--- config.mk ---
export PLATFORM = sky130hd
export DESIGN_NAME = instr_encoder
export DESIGN_NICKNAME = d
export VERILOG_FILES = /design/src/rtl/instr_encoder.sv
export SDC_FILE = /design/constraint.sdc
export NUM_CORES = 1
export LEC_CHECK = 0
export ABC_AREA = 1
export CAP_MARGIN = 0
export CORE_MARGIN = 5
export CORE_UTILIZATION = 57
export CTS_BUF_LIST = sky130_fd_sc_hd__clkbuf_2 sky130_fd_sc_hd__clkbuf_4 sky130_fd_sc_hd__clkbuf_8
export DETAILED_ROUTE_END_ITERATION = 16
export HOLD_SLACK_MARGIN = 0.15
export PLACE_DENSITY = 0.88
export SLEW_MARGIN = 5
export SYNTH_ARGS = -nofsm -noshare
export SYNTH_HDL_FRONTEND = slang
export SYNTH_SLANG_ARGS = --single-unit
--- constraint.sdc ---
create_clock -name i_clk -period 10.75 [get_ports i_clk]
set_input_delay 1.075 -clock i_clk [delete_from_list [all_inputs] [get_ports i_clk]]
set_output_delay 1.075 -clock i_clk [all_outputs]
set_load 0.1 [all_outputs]
--- src/rtl/instr_encoder.sv ---
// RV32I instruction encoder: turns a decoded request (kind, ALU op, funct3,
// register indices, full immediate) into a 32-bit RV32I word.
// Two-stage pipeline: S1 holds the request fields and its legality bit, and
// S2 holds the encoded word. Illegal requests are emitted as NOP with o_err set.
// Delivered words are counted separately for legal and illegal results.
//
// Handshake: a transfer happens on a rising edge where valid and ready are
// both 1. Valid never depends on ready. While valid is high and ready is
// low, the payload is held stable. Ready may depend on the downstream ready,
// but it never depends on the upstream valid.
module instr_encoder (
  input  logic        i_clk,
  input  logic        i_rst,
  input  logic        i_req_vld,
  output logic        o_req_rdy,
  input  logic [3:0]  i_kind,
  input  logic [3:0]  i_alu_op,
  input  logic [2:0]  i_f3,
  input  logic [4:0]  i_rd,
  input  logic [4:0]  i_rs1,
  input  logic [4:0]  i_rs2,
  input  logic [31:0] i_imm,
  output logic        o_vld,
  input  logic        i_rdy,
  output logic [31:0] o_instr,
  output logic        o_err,
  output logic [15:0] o_cnt_ok,
  output logic [15:0] o_cnt_err
);

  // Request kinds
  localparam logic [3:0] K_JAL    = 4'd0;
  localparam logic [3:0] K_JALR   = 4'd1;
  localparam logic [3:0] K_BRANCH = 4'd2;
  localparam logic [3:0] K_LOAD   = 4'd3;
  localparam logic [3:0] K_STORE  = 4'd4;
  localparam logic [3:0] K_OPIMM  = 4'd5;
  localparam logic [3:0] K_OP     = 4'd6;
  localparam logic [3:0] K_AUIPC  = 4'd7;
  localparam logic [3:0] K_LUI    = 4'd8;

  // ALU operations
  localparam logic [3:0] A_ADD  = 4'd0;
  localparam logic [3:0] A_SUB  = 4'd1;
  localparam logic [3:0] A_AND  = 4'd2;
  localparam logic [3:0] A_OR   = 4'd3;
  localparam logic [3:0] A_XOR  = 4'd4;
  localparam logic [3:0] A_SLL  = 4'd5;
  localparam logic [3:0] A_SRL  = 4'd6;
  localparam logic [3:0] A_SRA  = 4'd7;
  localparam logic [3:0] A_SLT  = 4'd8;
  localparam logic [3:0] A_SLTU = 4'd9;

  // Major opcodes
  localparam logic [6:0] OPC_JAL    = 7'b1101111;
  localparam logic [6:0] OPC_JALR   = 7'b1100111;
  localparam logic [6:0] OPC_BRANCH = 7'b1100011;
  localparam logic [6:0] OPC_LOAD   = 7'b0000011;
  localparam logic [6:0] OPC_STORE  = 7'b0100011;
  localparam logic [6:0] OPC_OPIMM  = 7'b0010011;
  localparam logic [6:0] OPC_OP     = 7'b0110011;
  localparam logic [6:0] OPC_AUIPC  = 7'b0010111;
  localparam logic [6:0] OPC_LUI    = 7'b0110111;

  localparam logic [31:0] NOP = 32'h00000013;

  // Pipeline control
  logic s1_vld;
  logic s2_load;
  logic s1_adv;
  logic accept;
  logic deliver;

  // S1 registered fields
  logic [3:0]  s1_kind;
  logic [3:0]  s1_alu_op;
  logic [2:0]  s1_f3;
  logic [4:0]  s1_rd;
  logic [4:0]  s1_rs1;
  logic [4:0]  s1_rs2;
  logic [31:0] s1_imm;
  logic        s1_illegal;

  // Legality of the incoming request
  logic req_illegal;
  logic imm_i_ok;
  logic imm_b_ok;
  logic imm_j_ok;
  logic imm_u_ok;
  logic imm_sh_ok;
  logic in_alu_bad;
  logic in_alu_shift;

  // Encoding of the S1 request
  logic [31:0] enc;
  logic [2:0]  alu_f3;
  logic [6:0]  alu_f7;
  logic        s1_alu_shift;

  // Stage advance: S2 takes a new word when it is empty or handing one off;
  // S1 moves forward whenever S2 can take it. Ready is held low in reset.
  always_comb begin
    deliver   = o_vld & i_rdy;
    s2_load   = ~o_vld | i_rdy;
    s1_adv    = s1_vld & s2_load;
    o_req_rdy = ~i_rst & (~s1_vld | s1_adv);
    accept    = i_req_vld & o_req_rdy;
  end

  // Legality check on the raw request, evaluated before it enters S1
  always_comb begin
    // Range checks expressed as "upper bits are a pure sign extension"
    imm_i_ok     = (i_imm[31:11] == {21{i_imm[11]}});
    imm_b_ok     = (i_imm[31:12] == {20{i_imm[12]}}) && !i_imm[0];
    imm_j_ok     = (i_imm[31:20] == {12{i_imm[20]}}) && !i_imm[0];
    imm_u_ok     = (i_imm[11:0] == 12'd0);
    imm_sh_ok    = (i_imm[31:5] == 27'd0);
    in_alu_bad   = (i_alu_op > A_SLTU);
    in_alu_shift = (i_alu_op == A_SLL) || (i_alu_op == A_SRL) ||
                   (i_alu_op == A_SRA);
    req_illegal  = 1'b0;
    case (i_kind)
      K_JAL:    req_illegal = !imm_j_ok;
      K_JALR:   req_illegal = !imm_i_ok;
      K_BRANCH: req_illegal = !imm_b_ok || (i_f3 == 3'b010) ||
                              (i_f3 == 3'b011);
      K_LOAD:   req_illegal = !imm_i_ok || (i_f3 == 3'b011) ||
                              (i_f3 == 3'b110) || (i_f3 == 3'b111);
      K_STORE:  req_illegal = !imm_i_ok || (i_f3 > 3'b010);
      // ALU op is only meaningful for the two ALU kinds
      K_OPIMM:  req_illegal = in_alu_bad || (i_alu_op == A_SUB) ||
                              (in_alu_shift ? !imm_sh_ok : !imm_i_ok);
      K_OP:     req_illegal = in_alu_bad;
      K_AUIPC:  req_illegal = !imm_u_ok;
      K_LUI:    req_illegal = !imm_u_ok;
      default:  req_illegal = 1'b1;
    endcase
  end

  // S1 register: capture an accepted request, empty when it moves to S2
  always_ff @(posedge i_clk or posedge i_rst) begin
    if (i_rst) begin
      s1_vld     <= 1'b0;
      s1_kind    <= 4'd0;
      s1_alu_op  <= 4'd0;
      s1_f3      <= 3'd0;
      s1_rd      <= 5'd0;
      s1_rs1     <= 5'd0;
      s1_rs2     <= 5'd0;
      s1_imm     <= 32'd0;
      s1_illegal <= 1'b0;
    end else if (accept) begin
      s1_vld     <= 1'b1;
      s1_kind    <= i_kind;
      s1_alu_op  <= i_alu_op;
      s1_f3      <= i_f3;
      s1_rd      <= i_rd;
      s1_rs1     <= i_rs1;
      s1_rs2     <= i_rs2;
      s1_imm     <= i_imm;
      s1_illegal <= req_illegal;
    end else if (s1_adv) begin
      s1_vld <= 1'b0;
    end
  end

  // ALU op to funct3/funct7 mapping for the request held in S1
  always_comb begin
    alu_f3       = 3'b000;
    alu_f7       = 7'b0000000;
    s1_alu_shift = 1'b0;
    case (s1_alu_op)
      A_ADD:  alu_f3 = 3'b000;
      A_SUB:  begin alu_f3 = 3'b000; alu_f7 = 7'b0100000; end
      A_AND:  alu_f3 = 3'b111;
      A_OR:   alu_f3 = 3'b110;
      A_XOR:  alu_f3 = 3'b100;
      A_SLL:  begin alu_f3 = 3'b001; s1_alu_shift = 1'b1; end
      A_SRL:  begin alu_f3 = 3'b101; s1_alu_shift = 1'b1; end
      A_SRA:  begin alu_f3 = 3'b101; alu_f7 = 7'b0100000; s1_alu_shift = 1'b1; end
      A_SLT:  alu_f3 = 3'b010;
      A_SLTU: alu_f3 = 3'b011;
      default: alu_f3 = 3'b000;
    endcase
  end

  // Instruction format assembly; illegal requests collapse to NOP
  always_comb begin
    enc = NOP;
    case (s1_kind)
      K_JAL:
        enc = {s1_imm[20], s1_imm[10:1], s1_imm[11], s1_imm[19:12],
               s1_rd, OPC_JAL};
      K_JALR:
        enc = {s1_imm[11:0], s1_rs1, 3'b000, s1_rd, OPC_JALR};
      K_BRANCH:
        enc = {s1_imm[12], s1_imm[10:5], s1_rs2, s1_rs1, s1_f3,
               s1_imm[4:1], s1_imm[11], OPC_BRANCH};
      K_LOAD:
        enc = {s1_imm[11:0], s1_rs1, s1_f3, s1_rd, OPC_LOAD};
      K_STORE:
        enc = {s1_imm[11:5], s1_rs2, s1_rs1, s1_f3, s1_imm[4:0], OPC_STORE};
      K_OPIMM:
        // Shift-immediates carry funct7 in imm[11:5] (SRAI sets bit 10)
        if (s1_alu_shift)
          enc = {alu_f7, s1_imm[4:0], s1_rs1, alu_f3, s1_rd, OPC_OPIMM};
        else
          enc = {s1_imm[11:0], s1_rs1, alu_f3, s1_rd, OPC_OPIMM};
      K_OP:
        enc = {alu_f7, s1_rs2, s1_rs1, alu_f3, s1_rd, OPC_OP};
      K_AUIPC:
        enc = {s1_imm[31:12], s1_rd, OPC_AUIPC};
      K_LUI:
        enc = {s1_imm[31:12], s1_rd, OPC_LUI};
      default:
        enc = NOP;
    endcase
    if (s1_illegal) enc = NOP;
  end

  // S2 register: output word, held while downstream stalls
  always_ff @(posedge i_clk or posedge i_rst) begin
    if (i_rst) begin
      o_vld   <= 1'b0;
      o_instr <= 32'd0;
      o_err   <= 1'b0;
    end else if (s2_load) begin
      o_vld <= s1_vld;
      if (s1_vld) begin
        o_instr <= enc;
        o_err   <= s1_illegal;
      end
    end
  end

  // Delivery counters, wrapping modulo 2^16
  always_ff @(posedge i_clk or posedge i_rst) begin
    if (i_rst) begin
      o_cnt_ok  <= 16'd0;
      o_cnt_err <= 16'd0;
    end else if (deliver) begin
      if (o_err) o_cnt_err <= o_cnt_err + 16'd1;
      else       o_cnt_ok  <= o_cnt_ok + 16'd1;
    end
  end

endmodule

==> Word level (Yosys, flattened, before mapping) <==
Index checks and enable logic that the tools add are counted.
{ "totals": {"ff_bits": 126, "input_bits": 62, "out_inout_bits": 67, "elab_cells": 104} }
{ "classes": {"addsub": 2, "magnitude_cmp": 2, "eq_ne": 36, "n_mux": 10, "bitwise_logic": 10, "reduce_logical": 30} }
{ "ops": {"columns": ["operator", "n"], "rows": [
  ["32-bit case mux with 9 select lines", 1],
  ["32-bit 2-to-1 mux", 2],
  ["4-bit by 3-bit equality test with 1-bit output (second input constant)", 15],
  ["16-bit by 1-bit adder with 16-bit output (second input constant)", 2],
  ["27-bit zero test", 1],
  ["4-bit by 2-bit equality test with 1-bit output (second input constant)", 6],
  ["3-bit case mux with 7 select lines", 1],
  ["20-bit equality test", 1],
  ["19-bit equality test", 1],
  ["4-bit by 1-bit equality test with 1-bit output (second input constant)", 4],
  ["4-bit equality test (second input constant)", 4],
  ["12-bit zero test", 1],
  ["11-bit equality test", 1],
  ["1-bit logical OR", 10],
  ["4-bit zero test", 2],
  ["1-bit case mux with 8 select lines", 1],
  ["3-bit by 2-bit equality test with 1-bit output (second input constant)", 2],
  ["3-bit equality test (second input constant)", 2],
  ["1-bit zero test", 6],
  ["6-bit 2-to-1 mux", 1],
  ["2-bit AND reduction", 3],
  ["2-bit OR reduction", 3],
  ["1-bit bitwise AND", 4],
  ["4-bit greater-than comparator (second input constant)", 1],
  ["7 further kinds", 15]
]} }

==> Longest topological paths before layout <==
{ "logic_depth": {"ltp_word": 7, "depth_mapped": 13, "mapped_depth_nobuf": 13} }

==> Least setup slack after synthesis <==
OpenSTA, ideal clock, no wires.
{ "synth_timing": {"path_type": "input -> output", "startpoint": "input i_rst", "endpoint": "output o_req_rdy", "t_arrival_ns": 4.516, "required_ns": 9.675, "setup_slack_ns": 5.159, "stages": 3, "path_buffers": 0, "cell_sequence": "inv_1 > nand2_1 > inv_1"} }
{ "synth_via": {"elab_chain_cells": 2} }
{ "synth_rtl": {"columns": ["item", "line", "rtl"], "rows": [
  ["start: declaration", "13", "input logic i_rst,"],
  ["1-bit inverter", "106", "o_req_rdy = ~i_rst & (~s1_vld | s1_adv);"],
  ["1-bit bitwise AND", "106", null],
  ["end: declaration", "15", "output logic o_req_rdy,"]
]} }
Every way passes these cells.

==> Worst setup path after layout <==
Same ends and word-level chain as after synthesis.

==> flow_summary.toml <==
[outcome]
status = "finished, final reports clean"

[clock_network]
clockBufferDepth = 2
cts_tree = "yes"
cts_buffers = 17
worstSkewPairLatency_ns = 0.43
root_buffer = "clkbuf_8"
cts_hold_buf = 0
cts_max_level = 4
cts_setup_buffers = 0
cts_resized = 0
clk_pin_slew_worst_paths_ns = 0.06
cts.sinks = 125

[placement]
gp_congestion = 0.982
io_buffers = 128
post_dp_cell_area_sq_um = 7430
hpwl_mm = 11.5
dp_slack_ns = 6.50

[sta]
max_freq_ghz = 0.237
finalSetupViolCount = 0
slew_violations = 0
layout_setup_ws_ns = 6.53
fin_crit_ns = 4.22
grt_setup_unrepaired = "false"
slew_headroom_pct = 26.8
fin_skew_ns = 0.0122
timing.final.hold_violations = 0
post-route-period-util_pct = 39.3
worstMarginPinSlew_ns = 1.09
fin_tns_setup_ns = 0

[cells_and_area]
final_common_cell = "nand2_1"
fin_nets = 867
syn_to_final_growth_pct = 29.6
n_antenna_cell = 0
final_util_pct = 75.7
fin_area_sq_um = 7820
drive_gt1_share_pct = 13.3
layout_common_cells = "nand2_1 (167), clkdlybuf4s50_1 (128), dfrtp_1 (125)"

[detailed_routing]
wl_mm = 15.0
post_drt_wl_per_cell_um = 15.8
dr.pass1.iters = 5
routed-via-count = 5236
avgViaCountPerCell = 5.51
drc_errors = 0
first_iter_violations = 361
final_antenna_net_count = 0

[setup_path]
critPathCaptureType = "primary output"
crit_end = "o_req_rdy"
r2r_cells = 6
ff2ff_setup_slack_ns = 8.18
timing.rr.start = "o_vld$_DFFE_PP0P_"
critPathMaxFanout = 37
critPathArrivalTime_ns = 3.15
critPathLaunch = "i_rst"
rr_endpoint = "o_instr[6]$_DFFE_PP0P_"
path_class = "primary input to primary output"
worstPathRequired_ns = 9.68
startpoint_type = "primary input"

[logic_synthesis]
avgSynthCellArea_sq_um = 9.02
synth_cell_types = 40
ys_seq_elements = 125
syn_nets = 734
yosys_warnings = 0
yosysSeqAreaShare_pct = 51.8
syn_inst = 669
synth_area_sq_um = 6030

[global_routing]
antenna_found_initial = 0
grt_pass1_vias = 5265
grt_start_max_net_pins = 92
grt_pass1_wl_mm = 25.2
grt.total_usage_pct = 24.5
overflow = 0

[die]
rows = 37
initial_utilization_pct = 58.5
die-area_sq_um = 12700
dieWidth_um = 113
pin_count = 129
die_h_um = 113
core_area_sq_um = 10300

[pwr]
leakagePower_nw = 3.67
p_per_area_nw_per_um2 = 179
total_power_mw = 1.40
peakVddDrop_v = 0.000236

[min_path]
hold_class = "flop to flop"

[job]
maxCapViolCount = 0
[area by class of cell]
class | count | area, sq um
clock buffer | 26 | 333
clock inverter | 6 | 57.6
fill | 686 | 2500
inverter | 76 | 289
multi-input combinational | 452 | 2540
sequential | 125 | 3130
tap | 136 | 170
timing repair buffer | 130 | 1300
[cells in the mapped netlist]
cell      count  area share (%)
clkinv_2      1           0.083
o22ai_1       2            0.21
nor3_4        2            0.54
a21oi_1       6            0.50
a221oi_2      1            0.25
a22oi_1      11             1.4
nand2_2       2            0.21
dfrtp_1     125              52
xor2_1       13             1.9
nand3b_1      1            0.12
nor2_2        9            0.93
nand2_1     167              10
buf_6         1            0.19
a31oi_1       2            0.21
nor4_1        2            0.21
ha_1          3            0.62
nor3_2        3            0.50
a22o_1       15             2.2
o21ai_1      10            0.83
o31ai_1       2            0.25
buf_2         7            0.58
o21ai_2       2            0.29
o211ai_1      1            0.12
nor3b_2       1            0.21
clkbuf_1      7            0.44
o21ai_0      45             3.7
a32o_1        1            0.17
nand3_2       6             1.0
o21ai_4       1            0.27
inv_2         9            0.56
nor3_1        5            0.41
nor2_4        1            0.19
or2_2         1            0.10
buf_4         1            0.12
xnor2_1      11             1.6
nand3_1      26             2.2
mux2_2       33             6.2
inv_1        66             4.1
nand4_1       8            0.83
nor2_1       59             3.7
[layer usage]
layer	wire [um]	part of all wire (%)	track usage, %
met3	1090	7.3	4.65
met1	6260	42	31.7
met4	361	2.4	10.4
met5	0	0	0
met2	7290	49	40.6
[worst min path at each step]
| stage | startpoint | end | slack, ns | cells after the start |
|---|---|---|---|---|
| 5_1_grt | o_cnt_err[14]$_DFFE_PP0P_ | o_cnt_err[14]$_DFFE_PP0P_ | 0.51 | 1 |
| 2_1_floorplan | s1_f3[1]$_DFFE_PP0P_ | s1_f3[1]$_DFFE_PP0P_ | 0.45 | 2 |
| 3_3_place_gp | o_cnt_err[15]$_DFFE_PP0P_ | o_cnt_err[15]$_DFFE_PP0P_ | 0.45 | 1 |
| 3_5_place_dp | o_instr[18]$_DFFE_PP0P_ | o_instr[18]$_DFFE_PP0P_ | 0.47 | 2 |
| 6_report | o_cnt_err[15]$_DFFE_PP0P_ | o_cnt_err[15]$_DFFE_PP0P_ | 0.48 | 1 |
| 4_1_cts | o_instr[18]$_DFFE_PP0P_ | o_instr[18]$_DFFE_PP0P_ | 0.49 | 2 |
[report_power, final]
group          switching [mW]  internal (mW)
combinational           0.296          0.128
clock                   0.171          0.223
sequential             0.0522          0.528
total                   0.519          0.878
[registers in the layout (all words and copies together), names as in the netlist, 3 cells and up]
name,flops
s1_alu_op,4
s1_imm,32
s1_kind,4
o_cnt_err,16
s1_f3,3
o_instr,31
s1_rd,5
s1_rs1,5
o_cnt_ok,16
s1_rs2,5
[stage by stage]
step	hold WS [ns]	cells
after floorplan	0.453	669
after global placement	0.454	919
after detailed placement	0.472	919
after CTS	0.489	951
after global routing	0.514	951
final	0.480	951
[cells by family (layout without fill, tap and decap cells)]
logic type	after synthesis	after routing	share of synthesized area, %
flops	125	125	51.8
buf+inv	92	238	6.08
compound gates	99	99	10.4
mux	33	33	6.16
simple gates	293	293	21.5
fa+ha+maj	3	3	0.622
xor+xnor	24	24	3.48
[worst max-delay path: stages]
cell,delay [ns]
clkdlybuf4s50_1,0.44
inv_4,0.34
nand2_1,0.10
inv_1,0.06
clkdlybuf4s50_1,1.12
Note: power is estimated with default switching activity, not from simulation.
